File: src/rtl/tx_seq_recorder_mp_pkg.sv
// Shared types for the TL TX arbiter sequence recorder.
package tx_seq_recorder_mp_pkg;

  localparam int SRC_W        = 3;
  localparam int LANE_BUS_MAX = 256;

  // TLP sources that can win TX arbitration; all-ones marks an idle lane.
  typedef enum logic [SRC_W-1:0] {
    SRC_POSTED    = 3'd0,
    SRC_NONPOSTED = 3'd1,
    SRC_CPL       = 3'd2,
    SRC_CFG       = 3'd3,
    SRC_MSG       = 3'd4,
    SRC_VDM       = 3'd5,
    SRC_DBG       = 3'd6,
    SRC_NONE      = 3'd7
  } Tx_Arbiter_Sources_t;

  localparam Tx_Arbiter_Sources_t NO_SOURCE = SRC_NONE;

  // Packed lane array with every lane set to NO_SOURCE (zero-extended to w).
  function automatic logic [LANE_BUS_MAX-1:0] idle_lanes(input int lanes, input int w);
    logic [LANE_BUS_MAX-1:0] r;
    logic [SRC_W-1:0]        ns;
    r  = '0;
    ns = NO_SOURCE;
    for (int i = 0; i < lanes; i++)
      for (int b = 0; b < w && b < SRC_W; b++)
        r[i*w+b] = ns[b];
    return r;
  endfunction

endpackage

File: src/rtl/tx_seq_recorder_mp_if.sv
// Request/response bundle between the TX arbiter and the sequence recorder.
interface tx_seq_recorder_mp_if #(
  parameter int DATA_WIDTH = 3,
  parameter int DEPTH      = 16,
  parameter int WR_LANES   = 4,
  parameter int RD_LANES   = 2,
  parameter int CNT_W      = $clog2(DEPTH+1),
  parameter int WC_W       = $clog2(WR_LANES+1),
  parameter int RC_W       = $clog2(RD_LANES+1)
);
  logic                           flush;
  logic                           wr_en;
  logic [WC_W-1:0]                wr_count;
  logic [WR_LANES*DATA_WIDTH-1:0] wr_data;
  logic                           wr_accept;
  logic                           rd_en;
  logic [RC_W-1:0]                rd_count;
  logic                           rd_accept;
  logic [RD_LANES*DATA_WIDTH-1:0] rd_data;
  logic [RD_LANES-1:0]            rd_valid;
  logic [CNT_W-1:0]               occupancy;
  logic [CNT_W-1:0]               available;
  logic                           full;
  logic                           empty;
  logic                           overflow_err;
  logic                           underflow_err;

  modport master (
    output flush, wr_en, wr_count, wr_data, rd_en, rd_count,
    input  wr_accept, rd_accept, rd_data, rd_valid, occupancy, available,
           full, empty, overflow_err, underflow_err
  );

  modport slave (
    input  flush, wr_en, wr_count, wr_data, rd_en, rd_count,
    output wr_accept, rd_accept, rd_data, rd_valid, occupancy, available,
           full, empty, overflow_err, underflow_err
  );
endinterface

File: src/rtl/tx_seq_recorder_mp_seq_ptr_mod_add.sv
// (ptr + step) mod DEPTH for any DEPTH; used for pointer advance and lane slots.
module seq_ptr_mod_add #(
  parameter  int DEPTH  = 16,
  parameter  int STEP_W = 3,
  localparam int PTR_W  = (DEPTH > 1) ? $clog2(DEPTH) : 1
) (
  input  logic [PTR_W-1:0]  ptr_i,
  input  logic [STEP_W-1:0] step_i,
  output logic [PTR_W-1:0]  sum_o
);
  localparam int SUM_W = ((PTR_W > STEP_W) ? PTR_W : STEP_W) + 1;

  logic [SUM_W-1:0] sum;

  // Single compare-and-subtract wrap; callers only rely on the result when step <= DEPTH.
  always_comb begin
    sum = SUM_W'(ptr_i) + SUM_W'(step_i);
    if (sum >= SUM_W'(DEPTH)) sum = sum - SUM_W'(DEPTH);
    sum_o = PTR_W'(sum);
  end
endmodule

File: src/rtl/tx_seq_recorder_mp.sv
// Multi-port FIFO recording the order in which TLP sources won TX arbitration.
module tx_seq_recorder_mp
  import tx_seq_recorder_mp_pkg::*;
#(
  parameter int DATA_WIDTH = 3,
  parameter int DEPTH      = 16,
  parameter int WR_LANES   = 4,
  parameter int RD_LANES   = 2,
  parameter int CNT_W      = $clog2(DEPTH+1)
) (
  input logic                 clk,
  input logic                 arst,
  tx_seq_recorder_mp_if.slave bus
);
  localparam int PTR_W = (DEPTH > 1) ? $clog2(DEPTH) : 1;
  localparam int WC_W  = $clog2(WR_LANES+1);
  localparam int RC_W  = $clog2(RD_LANES+1);
  localparam int RD_BW = RD_LANES*DATA_WIDTH;
  localparam logic [RD_BW-1:0] RD_IDLE = RD_BW'(idle_lanes(RD_LANES, DATA_WIDTH));

  logic [DATA_WIDTH-1:0]              mem_q [DEPTH];
  logic [PTR_W-1:0]                   wr_ptr_q, wr_ptr_d, wr_ptr_nxt;
  logic [PTR_W-1:0]                   rd_ptr_q, rd_ptr_d, rd_ptr_nxt;
  logic [CNT_W-1:0]                   occ_q, occ_d, avail;
  logic                               ovf_q, unf_q;
  logic [RD_BW-1:0]                   rd_data_q, rd_data_d;
  logic [RD_LANES-1:0]                rd_valid_q, rd_valid_d;
  logic                               wr_acc, rd_acc;
  logic [WR_LANES-1:0][WC_W-1:0]      wr_lane_idx;
  logic [RD_LANES-1:0][RC_W-1:0]      rd_lane_idx;
  logic [WR_LANES-1:0][PTR_W-1:0]     wr_slot;
  logic [RD_LANES-1:0][PTR_W-1:0]     rd_slot;

  // Acceptance uses start-of-cycle state only: no read frees space for a same-cycle write,
  // and no write feeds a same-cycle read.
  assign avail  = CNT_W'(DEPTH) - occ_q;
  assign wr_acc = bus.wr_en && !bus.flush && (bus.wr_count != '0) &&
                  (32'(bus.wr_count) <= WR_LANES) && (32'(bus.wr_count) <= 32'(avail));
  assign rd_acc = bus.rd_en && !bus.flush && (bus.rd_count != '0) &&
                  (32'(bus.rd_count) <= RD_LANES) && (32'(bus.rd_count) <= 32'(occ_q));

  for (genvar i = 0; i < WR_LANES; i++) begin : g_wl
    assign wr_lane_idx[i] = WC_W'(i);
  end
  for (genvar i = 0; i < RD_LANES; i++) begin : g_rl
    assign rd_lane_idx[i] = RC_W'(i);
  end

  seq_ptr_mod_add #(.DEPTH(DEPTH), .STEP_W(WC_W)) u_wr_adv (
    .ptr_i(wr_ptr_q), .step_i(bus.wr_count), .sum_o(wr_ptr_nxt));
  seq_ptr_mod_add #(.DEPTH(DEPTH), .STEP_W(RC_W)) u_rd_adv (
    .ptr_i(rd_ptr_q), .step_i(bus.rd_count), .sum_o(rd_ptr_nxt));
  seq_ptr_mod_add #(.DEPTH(DEPTH), .STEP_W(WC_W)) u_wr_lane [WR_LANES-1:0] (
    .ptr_i(wr_ptr_q), .step_i(wr_lane_idx), .sum_o(wr_slot));
  seq_ptr_mod_add #(.DEPTH(DEPTH), .STEP_W(RC_W)) u_rd_lane [RD_LANES-1:0] (
    .ptr_i(rd_ptr_q), .step_i(rd_lane_idx), .sum_o(rd_slot));

  // Next pointers, occupancy and read lanes; flush overrides both requests.
  always_comb begin
    wr_ptr_d   = wr_ptr_q;
    rd_ptr_d   = rd_ptr_q;
    occ_d      = occ_q;
    rd_valid_d = '0;
    rd_data_d  = RD_IDLE;
    if (bus.flush) begin
      wr_ptr_d = '0;
      rd_ptr_d = '0;
      occ_d    = '0;
    end else begin
      if (wr_acc) wr_ptr_d = wr_ptr_nxt;
      if (rd_acc) begin
        rd_ptr_d = rd_ptr_nxt;
        for (int i = 0; i < RD_LANES; i++) begin
          if (i < int'(bus.rd_count)) begin
            rd_valid_d[i]                       = 1'b1;
            rd_data_d[i*DATA_WIDTH +: DATA_WIDTH] = mem_q[rd_slot[i]];
          end
        end
      end
      occ_d = occ_q + (wr_acc ? CNT_W'(bus.wr_count) : '0)
                    - (rd_acc ? CNT_W'(bus.rd_count) : '0);
    end
  end

  // Control state with asynchronous reset; error flags are sticky until reset.
  always_ff @(posedge clk or negedge arst) begin
    if (!arst) begin
      wr_ptr_q   <= '0;
      rd_ptr_q   <= '0;
      occ_q      <= '0;
      rd_valid_q <= '0;
      rd_data_q  <= RD_IDLE;
      ovf_q      <= 1'b0;
      unf_q      <= 1'b0;
    end else begin
      wr_ptr_q   <= wr_ptr_d;
      rd_ptr_q   <= rd_ptr_d;
      occ_q      <= occ_d;
      rd_valid_q <= rd_valid_d;
      rd_data_q  <= rd_data_d;
      if (bus.wr_en && !bus.flush && !wr_acc) ovf_q <= 1'b1;
      if (bus.rd_en && !bus.flush && !rd_acc) unf_q <= 1'b1;
    end
  end

  // Entry storage; contents need no reset since occupancy gates every read.
  always_ff @(posedge clk) begin
    for (int i = 0; i < WR_LANES; i++)
      if (wr_acc && i < int'(bus.wr_count))
        mem_q[wr_slot[i]] <= bus.wr_data[i*DATA_WIDTH +: DATA_WIDTH];
  end

  assign bus.wr_accept     = wr_acc;
  assign bus.rd_accept     = rd_acc;
  assign bus.rd_data       = rd_data_q;
  assign bus.rd_valid      = rd_valid_q;
  assign bus.occupancy     = occ_q;
  assign bus.available     = avail;
  assign bus.full          = (occ_q == CNT_W'(DEPTH));
  assign bus.empty         = (occ_q == '0);
  assign bus.overflow_err  = ovf_q;
  assign bus.underflow_err = unf_q;
endmodule

File: src/flat_wrapper.sv
// flat-port wrapper written by rule: the top's interface ports become plain ports
module tx_seq_recorder_mp_flat import tx_seq_recorder_mp_pkg::*;
#(
  parameter int DATA_WIDTH = 3,
  parameter int DEPTH      = 16,
  parameter int WR_LANES   = 4,
  parameter int RD_LANES   = 2,
  parameter int CNT_W      = $clog2(DEPTH+1)
)
  (clk, arst, bus_flush, bus_wr_en, bus_wr_count, bus_wr_data, bus_rd_en, bus_rd_count, bus_wr_accept, bus_rd_accept, bus_rd_data, bus_rd_valid, bus_occupancy, bus_available, bus_full, bus_empty, bus_overflow_err, bus_underflow_err);
  tx_seq_recorder_mp_if #(.DATA_WIDTH(DATA_WIDTH), .DEPTH(DEPTH), .WR_LANES(WR_LANES), .RD_LANES(RD_LANES), .CNT_W(CNT_W)) bus_i ();
  input logic clk;
  input logic arst;
  input wire logic [$bits(bus_i.flush)-1:0] bus_flush;
  input wire logic [$bits(bus_i.wr_en)-1:0] bus_wr_en;
  input wire logic [$bits(bus_i.wr_count)-1:0] bus_wr_count;
  input wire logic [$bits(bus_i.wr_data)-1:0] bus_wr_data;
  input wire logic [$bits(bus_i.rd_en)-1:0] bus_rd_en;
  input wire logic [$bits(bus_i.rd_count)-1:0] bus_rd_count;
  output wire logic [$bits(bus_i.wr_accept)-1:0] bus_wr_accept;
  output wire logic [$bits(bus_i.rd_accept)-1:0] bus_rd_accept;
  output wire logic [$bits(bus_i.rd_data)-1:0] bus_rd_data;
  output wire logic [$bits(bus_i.rd_valid)-1:0] bus_rd_valid;
  output wire logic [$bits(bus_i.occupancy)-1:0] bus_occupancy;
  output wire logic [$bits(bus_i.available)-1:0] bus_available;
  output wire logic [$bits(bus_i.full)-1:0] bus_full;
  output wire logic [$bits(bus_i.empty)-1:0] bus_empty;
  output wire logic [$bits(bus_i.overflow_err)-1:0] bus_overflow_err;
  output wire logic [$bits(bus_i.underflow_err)-1:0] bus_underflow_err;
  assign bus_i.flush = bus_flush;
  assign bus_i.wr_en = bus_wr_en;
  assign bus_i.wr_count = bus_wr_count;
  assign bus_i.wr_data = bus_wr_data;
  assign bus_i.rd_en = bus_rd_en;
  assign bus_i.rd_count = bus_rd_count;
  assign bus_wr_accept = bus_i.wr_accept;
  assign bus_rd_accept = bus_i.rd_accept;
  assign bus_rd_data = bus_i.rd_data;
  assign bus_rd_valid = bus_i.rd_valid;
  assign bus_occupancy = bus_i.occupancy;
  assign bus_available = bus_i.available;
  assign bus_full = bus_i.full;
  assign bus_empty = bus_i.empty;
  assign bus_overflow_err = bus_i.overflow_err;
  assign bus_underflow_err = bus_i.underflow_err;
  tx_seq_recorder_mp #(.DATA_WIDTH(DATA_WIDTH), .DEPTH(DEPTH), .WR_LANES(WR_LANES), .RD_LANES(RD_LANES), .CNT_W(CNT_W)) u_core (.clk(clk), .arst(arst), .bus(bus_i));
endmodule
File: config.mk
export PLATFORM = sky130hd
export DESIGN_NAME = tx_seq_recorder_mp_flat
export DESIGN_NICKNAME = d
export VERILOG_FILES = /design/src/rtl/tx_seq_recorder_mp_pkg.sv /design/src/rtl/tx_seq_recorder_mp_if.sv /design/src/rtl/tx_seq_recorder_mp_seq_ptr_mod_add.sv /design/src/rtl/tx_seq_recorder_mp.sv /design/src/flat_wrapper.sv
export SDC_FILE = /design/constraint.sdc
export NUM_CORES = 1
export LEC_CHECK = 0
export BUFFER_PORTS_ARGS = -buffer_cell sky130_fd_sc_hd__buf_2
export CAP_MARGIN = 30
export CORE_UTILIZATION = 30
export CTS_CLUSTER_DIAMETER = 100
export DETAILED_ROUTE_END_ITERATION = 8
export GPL_ROUTABILITY_DRIVEN = 0
export SYNTH_ARGS = -nofsm -noshare
export SYNTH_HDL_FRONTEND = slang
export SYNTH_HIERARCHICAL = 1
export SYNTH_SLANG_ARGS = --single-unit
File: constraint.sdc
create_clock -name clk -period 12 [get_ports clk]
set_input_delay 2.4 -clock clk [delete_from_list [all_inputs] [get_ports clk]]
set_output_delay 2.4 -clock clk [all_outputs]
set_load 0.005 [all_outputs]
==> results of run 1 <==
==> routing by layer <==
layer  share of wire [%]  vias up
li1                    -     2666
met1                  44     2695
met2                  44      268
met3                 7.1       50
met4                 4.8        0
met5                   0        -
==> power groups by stage <==
stage               Combinational, mW  Clock, mW  Sequential, mW
finish                          0.427      0.288           0.302
global placement                0.420          0           0.307
floorplan                       0.315          0           0.301
CTS                             0.424      0.292           0.303
detailed placement              0.423          0           0.307
global route                    0.473      0.305           0.305
==> critical path, cell delays in order <==
cell and delay (ns):
buf_2 0.17, ha_1 0.32, nand3_1 0.12, o2111ai_2 0.47
o211ai_2 0.54, inv_1 0.35, buf_2 0.23
==> cell usage in the layout (no fill, tap or decap), types with 7 or more instances in the layout <==
| cell | Yosys | routed |
|---|---|---|
| nand3_1 | 22 | 22 |
| clkbuf_16 | 0 | 9 |
| a21o_1 | 12 | 12 |
| mux2_2 | 29 | 29 |
| nand2_1 | 66 | 66 |
| o211ai_1 | 14 | 14 |
| nor2b_1 | 11 | 11 |
| mux2i_1 | 51 | 51 |
| edfxtp_1 | 48 | 48 |
| dfrtp_1 | 17 | 17 |
| or2_2 | 11 | 11 |
| nor2_1 | 32 | 32 |
| o22ai_1 | 9 | 9 |
| o21ai_0 | 32 | 32 |
| inv_1 | 35 | 35 |
| xor2_1 | 12 | 12 |
| nand3b_1 | 11 | 11 |
| o41ai_1 | 9 | 9 |
| ha_1 | 36 | 36 |
| mux4_2 | 30 | 30 |
| buf_2 | 3 | 45 |
| a211oi_1 | 7 | 7 |
| nor3_1 | 11 | 11 |
| conb_1 | 2 | 22 |
| fa_1 | 10 | 10 |
| nand2b_1 | 15 | 15 |
| o2111ai_1 | 7 | 7 |
| a21oi_1 | 10 | 10 |
==> flip-flops by register name, indices dropped and copies added (netlist names) <==
signal                    count
u_core/wr_ptr_q               4
u_core/bus.underflow_err      1
u_core/bus.rd_data            6
u_core/mem_q                 48
u_core/bus.overflow_err       1
u_core/bus.rd_valid           2
u_core/bus.occupancy          5
u_core/rd_ptr_q               4
==> through the flow <==
stage                     power, mW  hold slack [ns]
final                          1.02            0.492
after global routing           1.08            0.498
after CTS                      1.02            0.490
after detailed placement      0.730            0.477
after global placement        0.727            0.464
after floorplan               0.616            0.451
==> how the worst max path moves through the flow <==
| stage | to | cells after the start | from |
|---|---|---|---|
| after floorplan | bus_wr_accept | 8 | bus_wr_count[2] |
| after global placement | bus_wr_accept | 7 | bus_wr_count[2] |
| after detailed placement | bus_wr_accept | 7 | bus_wr_count[2] |
| after CTS | bus_wr_accept | 7 | bus_wr_count[2] |
| after global routing | bus_wr_accept | 7 | bus_wr_count[2] |
| final | bus_wr_accept | 7 | bus_wr_count[2] |
==> cell type report <==
type	count	area, sq um
fill	2281	14900
multi-input combinational	561	4650
sequential	71	2020
tap	285	357
timing repair buffer	47	240
clock buffer	9	225
inverter	35	131
clock inverter	7	101
==> logic make-up (layout without fill, tap and decap cells) <==
logic type	after synthesis	after routing
simple gates	219	219
fa+ha+maj	46	46
flops	71	71
other cells	2	22
compound gates	146	146
buf+inv	83	98
xor+xnor	18	18
mux	110	110
==> results.md, run 1 <==
- Syn-to-layout area delta: 11.3%
- R2R Path Start: u_core/bus.occupancy[0]$_DFF_PN0_
- Post-synth EDFFs: 48
- Crit path DAT: 4.62 ns
- Worst Hold Endpoint: u_core/bus.underflow_err$_DFFE_PN0P_
- Area contributors post-synth: edfxtp_1 21%, mux4_2 9.7%, mux2i_1 7.4%
- Post-Place Setup Slack: 5.01 ns
- Combinational share of power: 42.0%
- CTS clk-pin slew, worst paths: 0.06 ns
- HPWL after detailed placement: 16,200 um
- Adder-cell area share of the yosys netlist: 9.37%
- Die Ht: 154 um
- Post-CTS Setup Bufs: 0
- Placement row count: 55
- Distinct cells, synth: 71
- Status: completed
- Num ports: 46
- Worst-path maximum fanout: 21
- Startpoint Class: input port
- CP Data Required Time: 9.60 ns
- Post-synthesis simple-gate area fraction: 16.7%
- GR Layer Usage met1: 24.1%
- Post-cts sizing count: 0
- Slew headroom: 25.1%
- Share of layout cells above drive strength 1: 22.5%
- Antenna diodes: 0
- Fin crit share: 58.5%
- Clock buffer depth: 2
- Flops & latches, synth: 71
- Hold crit path type: flip-flop to flip-flop
- Post-Syn Area: 6940 sq um
- NumNets Final: 793
- Initial antenna violation count: 0
- Core Region: 22,600 sq um
- Final setup fails: 0
- IR drop worst, VDD: 0.0690 mV
- Routed wire length: 20,700 um
- Port Buf Inserts: 45
- Later-pin clock latency in the skew report: 0.33 ns
- Hold_sp: u_core/bus.underflow_err$_DFFE_PN0P_
- CTS Buf Count: 9
- Largest family of logic cells by synthesized area: multiplexers
- Clock Sink Count: 71
- Xor/xnor cell area share of the yosys netlist: 2.27%
- Mux cell area share after synthesis: 21.8%
- GRT Total Usage: 18.0%
- Internal: 0.632 mW
- Die X: 154 um
- Wire per inst: 20.4 um
- Switching Share: 37.9%
- Fin crit period: 7.02 ns
- Post-route cell area: 7720 sq um
- Max-cap viol count: 0
- Initial Util: 30.7%
- DRC violations left: 0
- Fin. max-slew vios: 0
- DRT iter0 DRCs: 508
- Setup crit end kind: output port
- GRT met3 Usage: 2.40%
- Ys Warns: 6
- Register area share after synthesis: 29.2%
- Top-count cell post-synth: nand2_1
- Clock power share: 28.3%
- Final WS setup: 4.98 ns
- Gate Count Post-Synth: 695
- R2r worst-path depth: 16
- Largest net degree at the start of global routing: 25
- Setup repair after global routing missed its margin: false
- Final Non-Filler Cells: 1,015
- Top cells by count, synth: 66 x nand2_1, 51 x mux2i_1, 48 x edfxtp_1
- Area leader, netlist: edfxtp_1
- Die area: 23,800 sq um
- Global-route wire length before repair: 32,500 um
- Clock Skews: 0.00542 ns
- Cell Area, Placed: 7400 sq um
- Antenna-violating nets left: 0
- Vias in the first global route: 5,537
- R2R Setup Slk: 7.29 ns
- Syn_area_per_cell: 9.99 sq um
- DR pass1 iterations: 5
- Final Core Density: 34.1%
- Worst r2r dst: u_core/bus.occupancy[4]$_DFF_PN0_
- Async set-or-reset flop fraction in the synthesized netlist: 32.4%
- Global routing's busiest layer: met2
- Power share of the sequential group: 29.7%
- Via count: 5,679
- Worst-Margin Slew: 1.10 ns
- Crit path kind: input port to output port
- Hold-critical path depth: 1
- Grt total ovfl: 0
- Prevailing post-synth register cell: edfxtp_1
- Power per Cell Area: 132 nW/um^2
- Static leakage: 3.12 nW
- CTS tree: done
- Synth Area in Compound Gates: 15.5%
- Met2 GRT Util: 28.0%
- H-tree depth: 3
- Net Sw Power: 0.385 mW
- Maximum clock rate: 0.142 GHz
- Hold buffer count at CTS: 0
- Share of the synthesized area in the top cell type: 20.8%
- Via-to-Cell Ratio: 5.60
- Root Driver: clkbuf_16
- Placed instance count: 999
- Hold Vio Cnt, Final: 0
- Setup TNS: 0 ns
(Power assumes the default switching activity.)
==> run 2: changes to the inputs <==
clock period = 7.3 ns   (was 12 ns; I/O delays follow)
==> results.md, run 2 (synthesized netlist as in run 1, its figures left out) <==
- Via count: 5,705 (+0.46%)
- Port Buf Inserts: 45 (unchanged)
- Maximum clock rate: 0.193 GHz
- Antenna-violating nets left: 0 (unchanged)
- CP Data Required Time: 5.84 ns (-3.76 ns)
- Core Region: 22,600 sq um (unchanged)
- Initial antenna violation count: 1 (+1)
- Hold crit path type: flip-flop to flip-flop
- Setup crit end kind: output port
- CTS Buf Count: 9 (unchanged)
- Hold Vio Cnt, Final: 0 (unchanged)
- R2R Setup Slk: 2.66 ns (-4.63 ns)
- Routed wire length: 20,900 um (+0.69%)
- Power share of the sequential group: 30.9% (+1.2 points)
- Post-CTS Setup Bufs: 0 (unchanged)
- Die Ht: 154 um (unchanged)
- Max reg flops: 48 (unchanged)
- Final setup fails: 0 (unchanged)
- Vias in the first global route: 5,388 (-2.7%)
- Final Core Density: 33.9% (-0.23 points)
- Bufs and invs on worst path: 3 (unchanged)
- Fin crit share: 70.8%
- GRT Total Usage: 17.9% (-0.040 points)
- CP Launch Point: bus_wr_count[2]
- Hold-critical path depth: 1 (unchanged)
- DR pass1 iterations: 5 (unchanged)
- Grt total ovfl: 0 (unchanged)
- Max stage delay on crit path: 0.54 ns (about the same)
- Post-cts sizing count: 0 (unchanged)
- Crit path DAT: 3.71 ns (-0.91 ns)
- DRC violations left: 0 (unchanged)
- Worst r2r dst: u_core/bus.occupancy[4]$_DFF_PN0_
- Slew headroom: 31.4% (+6.3 points)
- Clock power share: 25.1% (-3.2 points)
- Commonest cells after routing, fill and taps aside: 66 x nand2_1, 51 x mux2i_1, 48 x edfxtp_1
- CP cell instances: buf_2 -> ha_1 -> nand3_1 -> o2111ai_2 -> o211ai_2 -> inv_1 -> buf_2
- Worst-Margin Slew: 1.02 ns (-0.0760 ns)
- Top Family by Delay on Critical Path: compound AO/OA/AOI/OAI gates
- Power per Cell Area: 209 nW/um^2 (+59%)
- Global-route wire length before repair: 32,100 um (-1.0%)
- Antenna diodes: 0 (unchanged)
- CTS tree: done
- Hold_sp: u_core/bus.underflow_err$_DFFE_PN0P_
- Fin. max-slew vios: 0 (unchanged)
- Placement row count: 55 (unchanged)
- CP most frequent cell: buf_2
- Post-Place Setup Slack: 2.17 ns (-2.85 ns)
- Static leakage: 3.10 nW (-0.51%)
- Slowest CP cell: o211ai_2
- # fillers: 2,290 (+0.39%)
- Final WS setup: 2.13 ns (-2.85 ns)
- Clock Sink Count: 71 (unchanged)
- Combinational share of power: 44.0% (+2.0 points)
- Max-cap viol count: 0 (unchanged)
- Initial Util: 30.7% (unchanged)
- Crit path kind: input port to output port
- Status: completed
- Wire per inst: 20.5 um (+0.69%)
- IR drop worst, VDD: 0.122 mV (+76%)
- DRT iter0 DRCs: 520 (+2.4%)
- Setup TNS: 0 ns (unchanged)
- Clock Skews: 0.00740 ns (+0.00198 ns)
- Worst-path maximum fanout: 21 (unchanged)
- Setup repair after global routing missed its margin: false
- Startpoint Class: input port
- R2r worst-path depth: 16 (unchanged)
- Fin crit period: 5.17 ns
- CTS clk-pin slew, worst paths: 0.06 ns (about the same)
- Hold buffer count at CTS: 0 (unchanged)
- Worst Hold Endpoint: u_core/bus.underflow_err$_DFFE_PN0P_
- Share of layout cells above drive strength 1: 22.3% (-0.14 points)
- Later-pin clock latency in the skew report: 0.34 ns (about the same)
- Syn-to-layout area delta: 10.5%
- H-tree depth: 3 (unchanged)
- Num ports: 46 (unchanged)
- Placed instance count: 999 (unchanged)
- Leading cell type in the layout, fill and taps excluded: nand2_1
- NumNets Final: 793 (unchanged)
- Die area: 23,800 sq um (unchanged)
- Largest net degree at the start of global routing: 25 (unchanged)
- Root Driver: clkbuf_16
- Internal: 0.969 mW (+53%)
- Die X: 154 um (unchanged)
- Via-to-Cell Ratio: 5.62 (+0.46%)
- Clock buffer depth: 2 (unchanged)
- Switching Share: 39.6% (+1.7 points)
- R2R Path Start: u_core/bus.occupancy[0]$_DFF_PN0_
- Final Non-Filler Cells: 1,015 (unchanged)
- HPWL after detailed placement: 16,200 um (about the same)
- Net Sw Power: 0.634 mW (+65%)
-- run 2: cell types whose count changed in the layout (fill, tap and decap cells not counted), sizes merged --
cell	delta
clkbuf	+1
clkinvlp	-2
bufinv	-2
clkinv	+4
inv	-1
-- run 2: power groups by stage --
stage / Sequential, mW / Combinational (mW) / Clock (mW)
2_1_floorplan: 0.495 / 0.519 / 0
3_3_place_gp: 0.503 / 0.689 / 0
3_5_place_dp: 0.504 / 0.697 / 0
4_1_cts: 0.496 / 0.700 / 0.413
5_1_grt: 0.501 / 0.771 / 0.429
6_report: 0.495 / 0.705 / 0.403
-- run 2: through the flow --
stage	power, mW	hold slack [ns]	instance area, sq um
2_1_floorplan	1.01	0.451	7020
3_3_place_gp	1.19	0.447	7400
3_5_place_dp	1.20	0.479	7400
4_1_cts	1.61	0.491	7670
5_1_grt	1.70	0.491	7670
6_report	1.60	0.479	7670
-- run 2: worst max path at each step --
stage	endpoint	cells past startpoint
final	bus_wr_accept	7
after global routing	bus_wr_accept	7
after CTS	bus_wr_accept	7
after detailed placement	bus_wr_accept	7
after global placement	bus_wr_accept	7
after floorplan	u_core/bus.occupancy[3]$_DFF_PN0_	16
-- run 2: final cells by class --
cell class / count / area, sq um / share of cell area [%]
Multi-Input combinational cell: 561 / 4650 / 60.6
Tap cell: 285 / 357 / 4.65
Inverter: 35 / 131 / 1.71
Sequential cell: 71 / 2020 / 26.4
Timing Repair Buffer: 47 / 240 / 3.13
Clock inverter: 6 / 45.0 / 0.587
Clock buffer: 10 / 229 / 2.98
-- run 2: layer usage --
metal / up-vias / wire (um) / global-route usage, %
li1: 2666 / - / -
met1: 2755 / 9110 / 23.8
met2: 232 / 9370 / 28.0
met3: 50 / 1360 / 2.54
met4: 2 / 1010 / 10.0
met5: - / 10 / 0
